--- config.mk ---
export PLATFORM = sky130hd
export DESIGN_NAME = muldiv_unit
export DESIGN_NICKNAME = d
export VERILOG_FILES = /design/src/rtl/muldiv_pkg.sv /design/src/rtl/muldiv_datapath.sv /design/src/rtl/muldiv_unit.sv
export SDC_FILE = /design/constraint.sdc
export NUM_CORES = 1
export LEC_CHECK = 0
export BUFFER_PORTS_ARGS = -buffer_cell sky130_fd_sc_hd__clkbuf_2
export CAP_MARGIN = 20
export CORE_MARGIN = 2
export CORE_UTILIZATION = 50
export DETAILED_ROUTE_END_ITERATION = 8
export PLACE_DENSITY = 0.68
export SYNTH_ARGS = -nofsm -noshare
export SYNTH_HDL_FRONTEND = slang
export SYNTH_HIERARCHICAL = 1
export SYNTH_SLANG_ARGS = --single-unit
--- constraint.sdc ---
create_clock -name clk -period 5.9 [get_ports clk]
set_clock_uncertainty 0.2 [all_clocks]
set_input_delay 0 -clock clk [delete_from_list [all_inputs] [get_ports clk]]
set_output_delay 0 -clock clk [all_outputs]
set_load 0.02 [all_outputs]
--- src/rtl/muldiv_pkg.sv ---
// Shared definitions for the iterative RV32M multiply/divide unit:
// funct3 codes, FSM state encoding and operand-signedness helpers.
package muldiv_pkg;

   localparam int XLEN    = 32;
   localparam int COUNT_W = $clog2(XLEN);

   localparam logic [2:0] F3_MUL    = 3'b000;
   localparam logic [2:0] F3_MULH   = 3'b001;
   localparam logic [2:0] F3_MULHSU = 3'b010;
   localparam logic [2:0] F3_MULHU  = 3'b011;
   localparam logic [2:0] F3_DIV    = 3'b100;
   localparam logic [2:0] F3_DIVU   = 3'b101;
   localparam logic [2:0] F3_REM    = 3'b110;
   localparam logic [2:0] F3_REMU   = 3'b111;

   typedef enum logic [1:0] {
      IDLE = 2'd0,
      CALC = 2'd1,
      DONE = 2'd2
   } state_t;

   function automatic logic a_is_signed(input logic [2:0] f3);
      return (f3 == F3_MULH) || (f3 == F3_MULHSU) || (f3 == F3_DIV) || (f3 == F3_REM);
   endfunction

   function automatic logic b_is_signed(input logic [2:0] f3);
      return (f3 == F3_MULH) || (f3 == F3_DIV) || (f3 == F3_REM);
   endfunction

endpackage

--- src/rtl/muldiv_datapath.sv ---
// One iteration of shift-add multiply or restoring divide over a {hi,lo}
// register pair; purely combinational.
module muldiv_datapath
#(
   parameter int WIDTH = 32
)(
   input  logic             i_is_div,
   input  logic [WIDTH-1:0] i_hi,
   input  logic [WIDTH-1:0] i_lo,
   input  logic [WIDTH-1:0] i_opnd,
   output logic [WIDTH-1:0] o_hi,
   output logic [WIDTH-1:0] o_lo
);

   logic [WIDTH:0] w_addend;
   logic [WIDTH:0] w_sum;
   logic [WIDTH:0] w_shift;
   logic [WIDTH:0] w_diff;

   // Multiply: hi accumulates, lo holds the unconsumed multiplier bits.
   // Divide: hi is the partial remainder, lo shifts dividend out and quotient in.
   always_comb begin
      w_addend = i_lo[0] ? {1'b0, i_opnd} : {(WIDTH+1){1'b0}};
      w_sum    = {1'b0, i_hi} + w_addend;
      w_shift  = {i_hi, i_lo[WIDTH-1]};
      w_diff   = w_shift - {1'b0, i_opnd};
      if (i_is_div) begin
         if (!w_diff[WIDTH]) begin
            o_hi = w_diff[WIDTH-1:0];
            o_lo = {i_lo[WIDTH-2:0], 1'b1};
         end else begin
            o_hi = w_shift[WIDTH-1:0];
            o_lo = {i_lo[WIDTH-2:0], 1'b0};
         end
      end else begin
         o_hi = w_sum[WIDTH:1];
         o_lo = {w_sum[0], i_lo[WIDTH-1:1]};
      end
   end

endmodule

--- src/rtl/muldiv_unit.sv ---
// Iterative RV32M multiply/divide unit: stalls the core for WIDTH cycles
// (or one cycle on divide special cases) and issues a single writeback pulse.
module muldiv_unit
   import muldiv_pkg::*;
#(
   parameter int WIDTH  = 32,
   parameter int ADDR_W = 5
)(
   input  logic              clk,
   input  logic              reset,
   input  logic              start,
   input  logic [2:0]        funct3,
   input  logic [WIDTH-1:0]  op_a,
   input  logic [WIDTH-1:0]  op_b,
   input  logic [ADDR_W-1:0] rd_addr,
   output logic              busy,
   output logic              done,
   output logic              wb_en,
   output logic [ADDR_W-1:0] wb_addr,
   output logic [WIDTH-1:0]  wb_data
);

   localparam logic [WIDTH-1:0] ZERO_W = {WIDTH{1'b0}};
   localparam logic [WIDTH-1:0] ONES_W = {WIDTH{1'b1}};
   localparam logic [WIDTH-1:0] MIN_W  = {1'b1, {(WIDTH-1){1'b0}}};

   state_t              r_state, w_state_nxt;
   logic [COUNT_W-1:0]  r_count;
   logic [2:0]          r_f3;
   logic [ADDR_W-1:0]   r_rd;
   logic                r_neg;
   logic [WIDTH-1:0]    r_hi, r_lo, r_opnd;
   logic                r_busy, r_done, r_wb_en;
   logic [ADDR_W-1:0]   r_wb_addr;
   logic [WIDTH-1:0]    r_wb_data;

   logic                w_accept, w_finish;
   logic                w_neg_a, w_neg_b, w_div_zero, w_ovf, w_special, w_res_neg;
   logic [WIDTH-1:0]    w_mag_a, w_mag_b, w_special_res;
   logic [WIDTH-1:0]    w_hi_nxt, w_lo_nxt;
   logic [2*WIDTH-1:0]  w_prod, w_prod_fix;
   logic [WIDTH-1:0]    w_div_val, w_div_fix, w_result;
   logic                w_load;
   logic [ADDR_W-1:0]   w_load_addr;
   logic [WIDTH-1:0]    w_load_data;

   muldiv_datapath #(.WIDTH(WIDTH)) u_datapath (
      .i_is_div (r_f3[2]),
      .i_hi     (r_hi),
      .i_lo     (r_lo),
      .i_opnd   (r_opnd),
      .o_hi     (w_hi_nxt),
      .o_lo     (w_lo_nxt)
   );

   // Operand magnitudes, result sign and divide special cases at accept.
   always_comb begin
      w_neg_a    = a_is_signed(funct3) & op_a[WIDTH-1];
      w_neg_b    = b_is_signed(funct3) & op_b[WIDTH-1];
      w_mag_a    = w_neg_a ? (ZERO_W - op_a) : op_a;
      w_mag_b    = w_neg_b ? (ZERO_W - op_b) : op_b;
      w_res_neg  = (funct3[2] & funct3[1]) ? w_neg_a : (w_neg_a ^ w_neg_b);
      w_div_zero = funct3[2] & (op_b == ZERO_W);
      w_ovf      = ((funct3 == F3_DIV) || (funct3 == F3_REM)) &&
                   (op_a == MIN_W) && (op_b == ONES_W);
      w_special  = w_div_zero | w_ovf;
      if (w_div_zero) begin
         w_special_res = funct3[1] ? op_a : ONES_W;
      end else begin
         w_special_res = funct3[1] ? ZERO_W : op_a;
      end
   end

   // Final sign fix-up on the last iteration's output.
   always_comb begin
      w_prod     = {w_hi_nxt, w_lo_nxt};
      w_prod_fix = r_neg ? ({(2*WIDTH){1'b0}} - w_prod) : w_prod;
      w_div_val  = r_f3[1] ? w_hi_nxt : w_lo_nxt;
      w_div_fix  = r_neg ? (ZERO_W - w_div_val) : w_div_val;
      case (r_f3)
         F3_MUL:                       w_result = w_prod_fix[WIDTH-1:0];
         F3_MULH, F3_MULHSU, F3_MULHU: w_result = w_prod_fix[2*WIDTH-1:WIDTH];
         default:                      w_result = w_div_fix;
      endcase
   end

   // Next-state logic.
   always_comb begin
      w_state_nxt = r_state;
      w_accept    = 1'b0;
      w_finish    = 1'b0;
      case (r_state)
         IDLE: begin
            if (start) begin
               w_accept    = 1'b1;
               w_state_nxt = w_special ? DONE : CALC;
            end else begin
               w_state_nxt = IDLE;
            end
         end
         CALC: begin
            if (r_count == COUNT_W'(WIDTH-1)) begin
               w_finish    = 1'b1;
               w_state_nxt = DONE;
            end else begin
               w_state_nxt = CALC;
            end
         end
         DONE:    w_state_nxt = IDLE;
         default: w_state_nxt = IDLE;
      endcase
   end

   // Writeback source: special-case result at accept, or computed result on finish.
   always_comb begin
      w_load      = 1'b0;
      w_load_addr = r_wb_addr;
      w_load_data = r_wb_data;
      if (w_accept && w_special) begin
         w_load      = 1'b1;
         w_load_addr = rd_addr;
         w_load_data = w_special_res;
      end else if (w_finish) begin
         w_load      = 1'b1;
         w_load_addr = r_rd;
         w_load_data = w_result;
      end else begin
         w_load      = 1'b0;
      end
   end

   // State register.
   always_ff @(posedge clk or posedge reset) begin
      if (reset) begin
         r_state <= IDLE;
      end else begin
         r_state <= w_state_nxt;
      end
   end

   // Operation context and iteration registers.
   always_ff @(posedge clk or posedge reset) begin
      if (reset) begin
         r_count <= {COUNT_W{1'b0}};
         r_f3    <= 3'b000;
         r_rd    <= {ADDR_W{1'b0}};
         r_neg   <= 1'b0;
         r_hi    <= ZERO_W;
         r_lo    <= ZERO_W;
         r_opnd  <= ZERO_W;
      end else if (w_accept) begin
         r_count <= {COUNT_W{1'b0}};
         r_f3    <= funct3;
         r_rd    <= rd_addr;
         r_neg   <= w_res_neg;
         r_hi    <= ZERO_W;
         r_lo    <= funct3[2] ? w_mag_a : w_mag_b;
         r_opnd  <= funct3[2] ? w_mag_b : w_mag_a;
      end else if (r_state == CALC) begin
         r_count <= r_count + {{(COUNT_W-1){1'b0}}, 1'b1};
         r_hi    <= w_hi_nxt;
         r_lo    <= w_lo_nxt;
      end
   end

   // Registered core-facing outputs.
   always_ff @(posedge clk or posedge reset) begin
      if (reset) begin
         r_busy    <= 1'b0;
         r_done    <= 1'b0;
         r_wb_en   <= 1'b0;
         r_wb_addr <= {ADDR_W{1'b0}};
         r_wb_data <= ZERO_W;
      end else begin
         r_busy    <= (w_state_nxt != IDLE);
         r_done    <= w_load;
         r_wb_en   <= w_load && (w_load_addr != {ADDR_W{1'b0}});
         r_wb_addr <= w_load_addr;
         r_wb_data <= w_load_data;
      end
   end

   assign busy    = r_busy;
   assign done    = r_done;
   assign wb_en   = r_wb_en;
   assign wb_addr = r_wb_addr;
   assign wb_data = r_wb_data;

endmodule
== Yosys cells after proc, flatten, opt, wreduce, memory -nomap -nowiden ==
Cells that the tools add are included.
Widths: inputs -> output; s select.

* Input port bits: 75
* Logic and storage cells: 92
* Bits in registers: 152
* Output and inout port bits: 40

* Reduce and logical (&&, ||, !) cells: 18
* Equal/unequal tests: 11
* Add/sub/neg operators: 7
* Muxes and demuxes: 37
* Bitwise logic cells: 6

{| class="wikitable"
|+ Operator list
! cell !! count
|-
| $mux 32 || 19
|-
| $sub 1x32->32 const A || 3
|-
| $eq 32x32->1 const B || 2
|-
| $mux 64 || 1
|-
| $pmux 32 s2 || 1
|-
| $sub 1x64->64 const A || 1
|-
| $add 32x33->33 || 1
|-
| $sub 33x32->33 || 1
|-
| $logic_not 32->1 || 1
|-
| $mux 5 || 4
|-
| $eq 3x2->1 const B || 3
|-
| $mux 1 || 8
|-
| $eq 3x1->1 const B || 2
|-
| $eq 3x3->1 const B || 2
|-
| $logic_or 1x1->1 || 6
|-
| $mux 2 || 3
|-
| $reduce_bool 2->1 || 3
|-
| $add 5x1->5 const B || 1
|-
| $eq 5x5->1 const B || 1
|-
| $reduce_bool 5->1 || 1
|-
| $and 1x1->1 || 4
|-
| $logic_and 1x1->1 || 4
|-
| $pmux 2 s2 || 1
|-
| $logic_not 3->1 || 1
|-
| other kinds (5) || 5
|}

== Longest topological paths before layout ==
* Depth after elaboration: 9
* Depth in mapped cells: 22
* Gate-level depth less buffers: 20

== Cells and area by module ==
Netlist, hierarchy kept.

{| class="wikitable"
|+ Modules (own cells, without submodules)
! module !! area each (um^2) !! sequential area each (um^2) !! cells each !! instances
|-
| muldiv_unit || 12,239.2 || 3,803.6 || 1,517 || 1
|-
| muldiv_datapath || 4,820.9 || 0.0 || 688 || 1
|}

== Least setup slack after synthesis ==
No wires, ideal clock.

* Path kind: register to register
* Start point: register r_lo[31]
* End point: register r_wb_data[25], in the netlist wb_data[25]
* Path slack: 846 ps
* Arrival: 4,750 ps
* Cell stages (with the launch flop): 23
* Library setup time: 104 ps
* Required time: 5,596 ps
* Cell sequence: dfrtp_1 -> inv_1 -> ha_1 -> fa_1 -> nor2b_1 -> o31ai_1 -> a21o_1 -> o211ai_4 -> a31oi_4 -> o211ai_4 -> buf_6 -> a211oi_1 -> a211oi_1 -> a21oi_1 -> clkbuf_1 -> nor4_2 -> nand4_1 -> or4_4 -> buf_6 -> o41ai_1 -> xnor2_1 -> nand2_1 -> a221oi_1

* Longest elaborated chain between the ends: 9

{| class="wikitable"
|+ RTL lines
! what !! RTL line !! RTL
|-
| start: declaration || muldiv_unit.sv:32 || <nowiki>logic [WIDTH-1:0] r_hi, r_lo, r_opnd;</nowiki>
|-
| start signal: assignment || muldiv_unit.sv:157 || <nowiki>r_lo <= funct3[2] ? w_mag_a : w_mag_b;</nowiki>
|-
| start signal: assignment || muldiv_unit.sv:162 || <nowiki>r_lo <= w_lo_nxt;</nowiki>
|-
| $sub 33x32->33 (*) || muldiv_datapath.sv:26 || <nowiki>w_diff = w_shift - {1'b0, i_opnd};</nowiki>
|-
| $mux 32 (*) || muldiv_datapath.sv:28 || <nowiki>if (!w_diff[WIDTH]) begin</nowiki>
|-
| $mux 32 (*) || muldiv_datapath.sv:27 || <nowiki>if (i_is_div) begin</nowiki>
|-
| named net w_hi_nxt[3] || muldiv_unit.sv:40 || <nowiki>logic [WIDTH-1:0] w_hi_nxt, w_lo_nxt;</nowiki>
|-
| $mux 32 || muldiv_unit.sv:78 || <nowiki>w_div_val = r_f3[1] ? w_hi_nxt : w_lo_nxt;</nowiki>
|-
| $sub 1x32->32 || muldiv_unit.sv:79 || <nowiki>w_div_fix = r_neg ? (ZERO_W - w_div_val) : w_div_val;</nowiki>
|-
| $mux 32 || muldiv_unit.sv:79 ||
|-
| $pmux 32 s2 (*) || muldiv_unit.sv:80 || <nowiki>case (r_f3)</nowiki>
|-
| $mux 32 (*) || muldiv_unit.sv:123 || <nowiki>end else if (w_finish) begin</nowiki>
|-
| $mux 32 (*) || muldiv_unit.sv:119 || <nowiki>if (w_accept && w_special) begin</nowiki>
|-
| end signal: assignment || muldiv_unit.sv:179 || <nowiki>r_wb_data <= w_load_data;</nowiki>
|-
| end: declaration || muldiv_unit.sv:35 || <nowiki>logic [WIDTH-1:0] r_wb_data;</nowiki>
|}

Mark *: on every way through the listed nets, which the timed path passes. The rest lies on a longest branch. The select of a mux whose other input is x is not followed.
A chain may end at the register's enable or synchronous reset.

== Final worst setup path ==
* Start point: register r_opnd[15]
* End point: register r_wb_data[29], in the netlist wb_data[29]

* Longest elaborated chain between the ends: 9

{| class="wikitable"
|+ RTL lines
! what !! RTL line !! RTL
|-
| start: declaration || muldiv_unit.sv:32 ||
|-
| start signal: assignment || muldiv_unit.sv:158 || <nowiki>r_opnd <= funct3[2] ? w_mag_b : w_mag_a;</nowiki>
|-
| $sub 33x32->33 (*) || muldiv_datapath.sv:26 ||
|-
| $mux 32 (*) || muldiv_datapath.sv:28 ||
|-
| $mux 32 (*) || muldiv_datapath.sv:27 ||
|-
| named net w_hi_nxt[7] || muldiv_unit.sv:40 ||
|-
| $mux 32 || muldiv_unit.sv:78 ||
|-
| $sub 1x32->32 || muldiv_unit.sv:79 ||
|-
| $mux 32 || muldiv_unit.sv:79 ||
|-
| $pmux 32 s2 (*) || muldiv_unit.sv:80 ||
|-
| $mux 32 (*) || muldiv_unit.sv:123 ||
|-
| $mux 32 (*) || muldiv_unit.sv:119 ||
|}

Marked as above.

==> flow_metrics.env <==
export IMPL_syn_nets=2353
export IMPL_antenna_cells=0
export IMPL_portBuffers=114
export IMPL_design_portCount=115
export IMPL_period_share_pct=98.8
export IMPL_grt_pass1_wl_um=113000
export IMPL_critPathMaxStageDelay_ns=0.63
export IMPL_critPathTopFamily="compound AO/OA/AOI/OAI gates"
export IMPL_antenna_found_initial=2
export IMPL_cts_tree="built"
export IMPL_drive_above_1_share_pct=16.5
export IMPL_core_sq_mm=0.0335
export IMPL_async_flop_share_pct=100
export IMPL_cap_violations=0
export IMPL_synthFlopType="dfrtp_1"
export IMPL_cts_max_path_buffers=2
export IMPL_vias_per_cell=6.84
export IMPL_path_buf_inv=4
export IMPL_worstPathRequired_ns=6.01
export IMPL_final_seq_area_sq_mm=0.00381
export IMPL_root_buffer="clkbuf_16"
export IMPL_postPlaceCellArea_sq_mm=0.0183
export IMPL_die_h_um=189
export IMPL_crit_arrival_ns=5.93
export IMPL_relSlewSlack_pct=21.6
export IMPL_synth_cells=2205
export IMPL_holdCritPathClass="in -> reg"
export IMPL_multi_input_area_sq_mm=0.0123
export IMPL_r2r_slack_ns=0.07
export IMPL_initial_utilization_pct=50.9
export IMPL_tightest_slew_ns=1.17
export IMPL_dr_pass1_iters=8
export IMPL_hold_viol=0
export IMPL_grt_pass1_vias=18344
export IMPL_worstSetupPathType="reg -> reg"
export IMPL_grt_start_max_net_pins=94
export IMPL_fillCellCount=3045
export IMPL_avgRoutedWirePerCell_um=26.6
export IMPL_die_area_sq_mm=0.0356
export IMPL_fp_row_count=67
export IMPL_mappedNetlistArea_sq_mm=0.0171
export IMPL_ant_nets=0
export IMPL_routed_wl_um=75200
export IMPL_synth_avg_cell_area_sq_um=7.74
export IMPL_drc=0
export IMPL_holdWs_ns=0.0509
export IMPL_layout_nets=2515
export IMPL_cts_sinks=152
export IMPL_cts_buffers=17
export IMPL_grt_ovfl_total=0
export IMPL_grtUsageTotal_pct=41.4
export IMPL_slowest_stage="or4_4"
export IMPL_endpoint_kind="flip-flop"
export IMPL_clkSlewWorstSetupHoldPaths_ns=0.07
export IMPL_hpwl_um=56700
export IMPL_status="finished, final reports clean"
export IMPL_period_minus_slack_ns=5.83
export IMPL_cp_max_fo=8
export IMPL_area_growth_pct=16.4
export IMPL_synth_enable_flop_cells=0
export IMPL_vias=19354
export IMPL_yosysWarnings=6
export IMPL_synth_ff_latch_count=152
export IMPL_max_freq_ghz=0.172
export IMPL_finalSetupViolCount=0
export IMPL_drv_slew=0
export IMPL_fin_area_sq_mm=0.0199
export IMPL_synth_distinct_cells=100
export IMPL_start_kind="flip-flop"
export IMPL_dieWidth_um=189
export IMPL_gp_congestion=1.03
export IMPL_clock_latency_ns=0.45
export IMPL_htree_levels=4
export IMPL_crit_chain="inv_1, ha_1, a2111o_1, o21ai_2, o211ai_4, a311o_2, o211ai_4, buf_12, buf_4, nor2_1, a21oi_2, a21oi_2, nor4_2, buf_4, nand4_1, or4_4, o31ai_2, xnor2_1, a222oi_1, o21ai_0"
export IMPL_drtIter0Drc=2370
export IMPL_synth_seq_area_share_pct=22.3
## flip-flops by register name, indices dropped and copies added, names as in the netlist, 3 cells and up
signal / flops
r_opnd: 32
r_rd: 5
r_f3: 3
wb_addr: 5
r_lo: 32
r_count: 5
r_hi: 32
wb_data: 32
## cells in the final DEF, fill, tap and decap left out, drive strengths merged, types with 12 or more instances in the layout
| cell | n |
|---|---|
| buf | 118 |
| o21ai | 155 |
| a221oi | 18 |
| xor2 | 71 |
| o31ai | 28 |
| clkbuf | 132 |
| a22oi | 12 |
| a211oi | 35 |
| a21o | 42 |
| nor3 | 58 |
| or2 | 13 |
| o41ai | 18 |
| mux2 | 51 |
| o22ai | 12 |
| o211ai | 24 |
| nor2 | 180 |
| a31oi | 24 |
| nand2 | 202 |
| or3 | 17 |
| a21oi | 179 |
| ha | 71 |
| nand2b | 12 |
| and2 | 40 |
| mux2i | 45 |
| xnor2 | 100 |
| nand3 | 44 |
| dlygate4sd3 | 76 |
| inv | 89 |
| dfrtp | 152 |
| o221ai | 27 |
| nand4 | 34 |
| nor4 | 42 |
| or4 | 21 |
| o21a | 29 |
| a22o | 43 |
## cells in the mapped netlist, types with 23 or more instances
cell | instances | area (sq um)
a211oi_1 | 32 | 240
a21o_1 | 42 | 315
a21oi_1 | 169 | 846
a22o_1 | 43 | 377
a31oi_1 | 23 | 144
and2_1 | 40 | 250
clkbuf_1 | 123 | 462
dfrtp_1 | 152 | 3800
ha_1 | 71 | 888
inv_1 | 78 | 293
mux2_2 | 50 | 563
mux2i_1 | 45 | 450
nand2_1 | 201 | 754
nand3_1 | 44 | 220
nand4_1 | 33 | 206
nor2_1 | 180 | 676
nor3_1 | 57 | 285
nor4_1 | 31 | 194
o21a_1 | 29 | 218
o21ai_0 | 138 | 691
o221ai_1 | 27 | 236
o31ai_1 | 26 | 195
xnor2_1 | 100 | 876
xor2_1 | 71 | 622
## cells by family (layout without fill, tap and decap cells)
logic type                 Yosys count  in the layout  share of synthesized area [%]
muxes                               96             96                           6.01
and+or+nand+nor                    720            720                           21.4
adders and majority gates           73             73                           5.44
DFF                                152            152                           22.3
AOI/OAI and AO/OA                  744            745                           30.1
buffers and inverters              249            423                           6.06
xor gates and xnor gates           171            171                           8.78
## per-stage QoR
step / setup TNS [ns] / std cells / setup slack, ns / utilization (%)
after global routing: -0.0402 / 2828 / -0.0389 / 59.2
after floorplan: 0 / 2205 / 0.846 / -
after detailed placement: 0 / 2705 / 0.0283 / 54.6
after global placement: 0 / 2705 / 0.0815 / 54.6
final: 0 / 2828 / 0.0730 / 59.2
after CTS: 0 / 2813 / 0.00447 / 58.6
## path summary, 6_finish.rpt
check                      startpoint          end  cells after the start
min reg2reg                r_count[3]   r_count[3]                      1
max reg2reg                r_opnd[15]  wb_data[29]                     20
max in group asynchronous       reset      r_f3[1]                      4
min                           op_b[2]    r_opnd[2]                      4
max                        r_opnd[15]  wb_data[29]                     20
min in group asynchronous       reset      r_lo[7]                      3
## tightest hold or removal path, cell delays in order
cell and delay [ns]:
clkbuf_2 0.15, xnor2_1 0.21, a21oi_1 0.14, o21ai_0 0.15
## per-layer routing
layer	routed length (um)	global-route usage, %	up-vias
met5	13	0	-
met4	4210	19.4	2
met3	8590	10.0	245
met2	32800	64.4	1352
met1	29600	54.1	9235
li1	-	-	8520
## timing repair
| item | CTS | global route |
|---|---|---|
| resized for setup | 0 | 11 |
| hold buffers | 76 | 0 |
| endpoints found under the hold margin | 188 | 0 |
| setup buffers | 0 | 13 |
| setup endpoints to repair | 0 | 24 |
## final cells by class
cell class	instances	area share, %
Clock inverter	15	0.775
Sequential cell	152	19.2
Inverter	82	1.58
Multi-Input combinational cell	1805	62.1
Clock buffer	17	2.14
Timing Repair Buffer	309	11.4
Tap cell	448	2.82
Power is left out: the tool's default activity adds up to more than one toggle a clock period on the data nets, which glitch-free logic cannot reach.
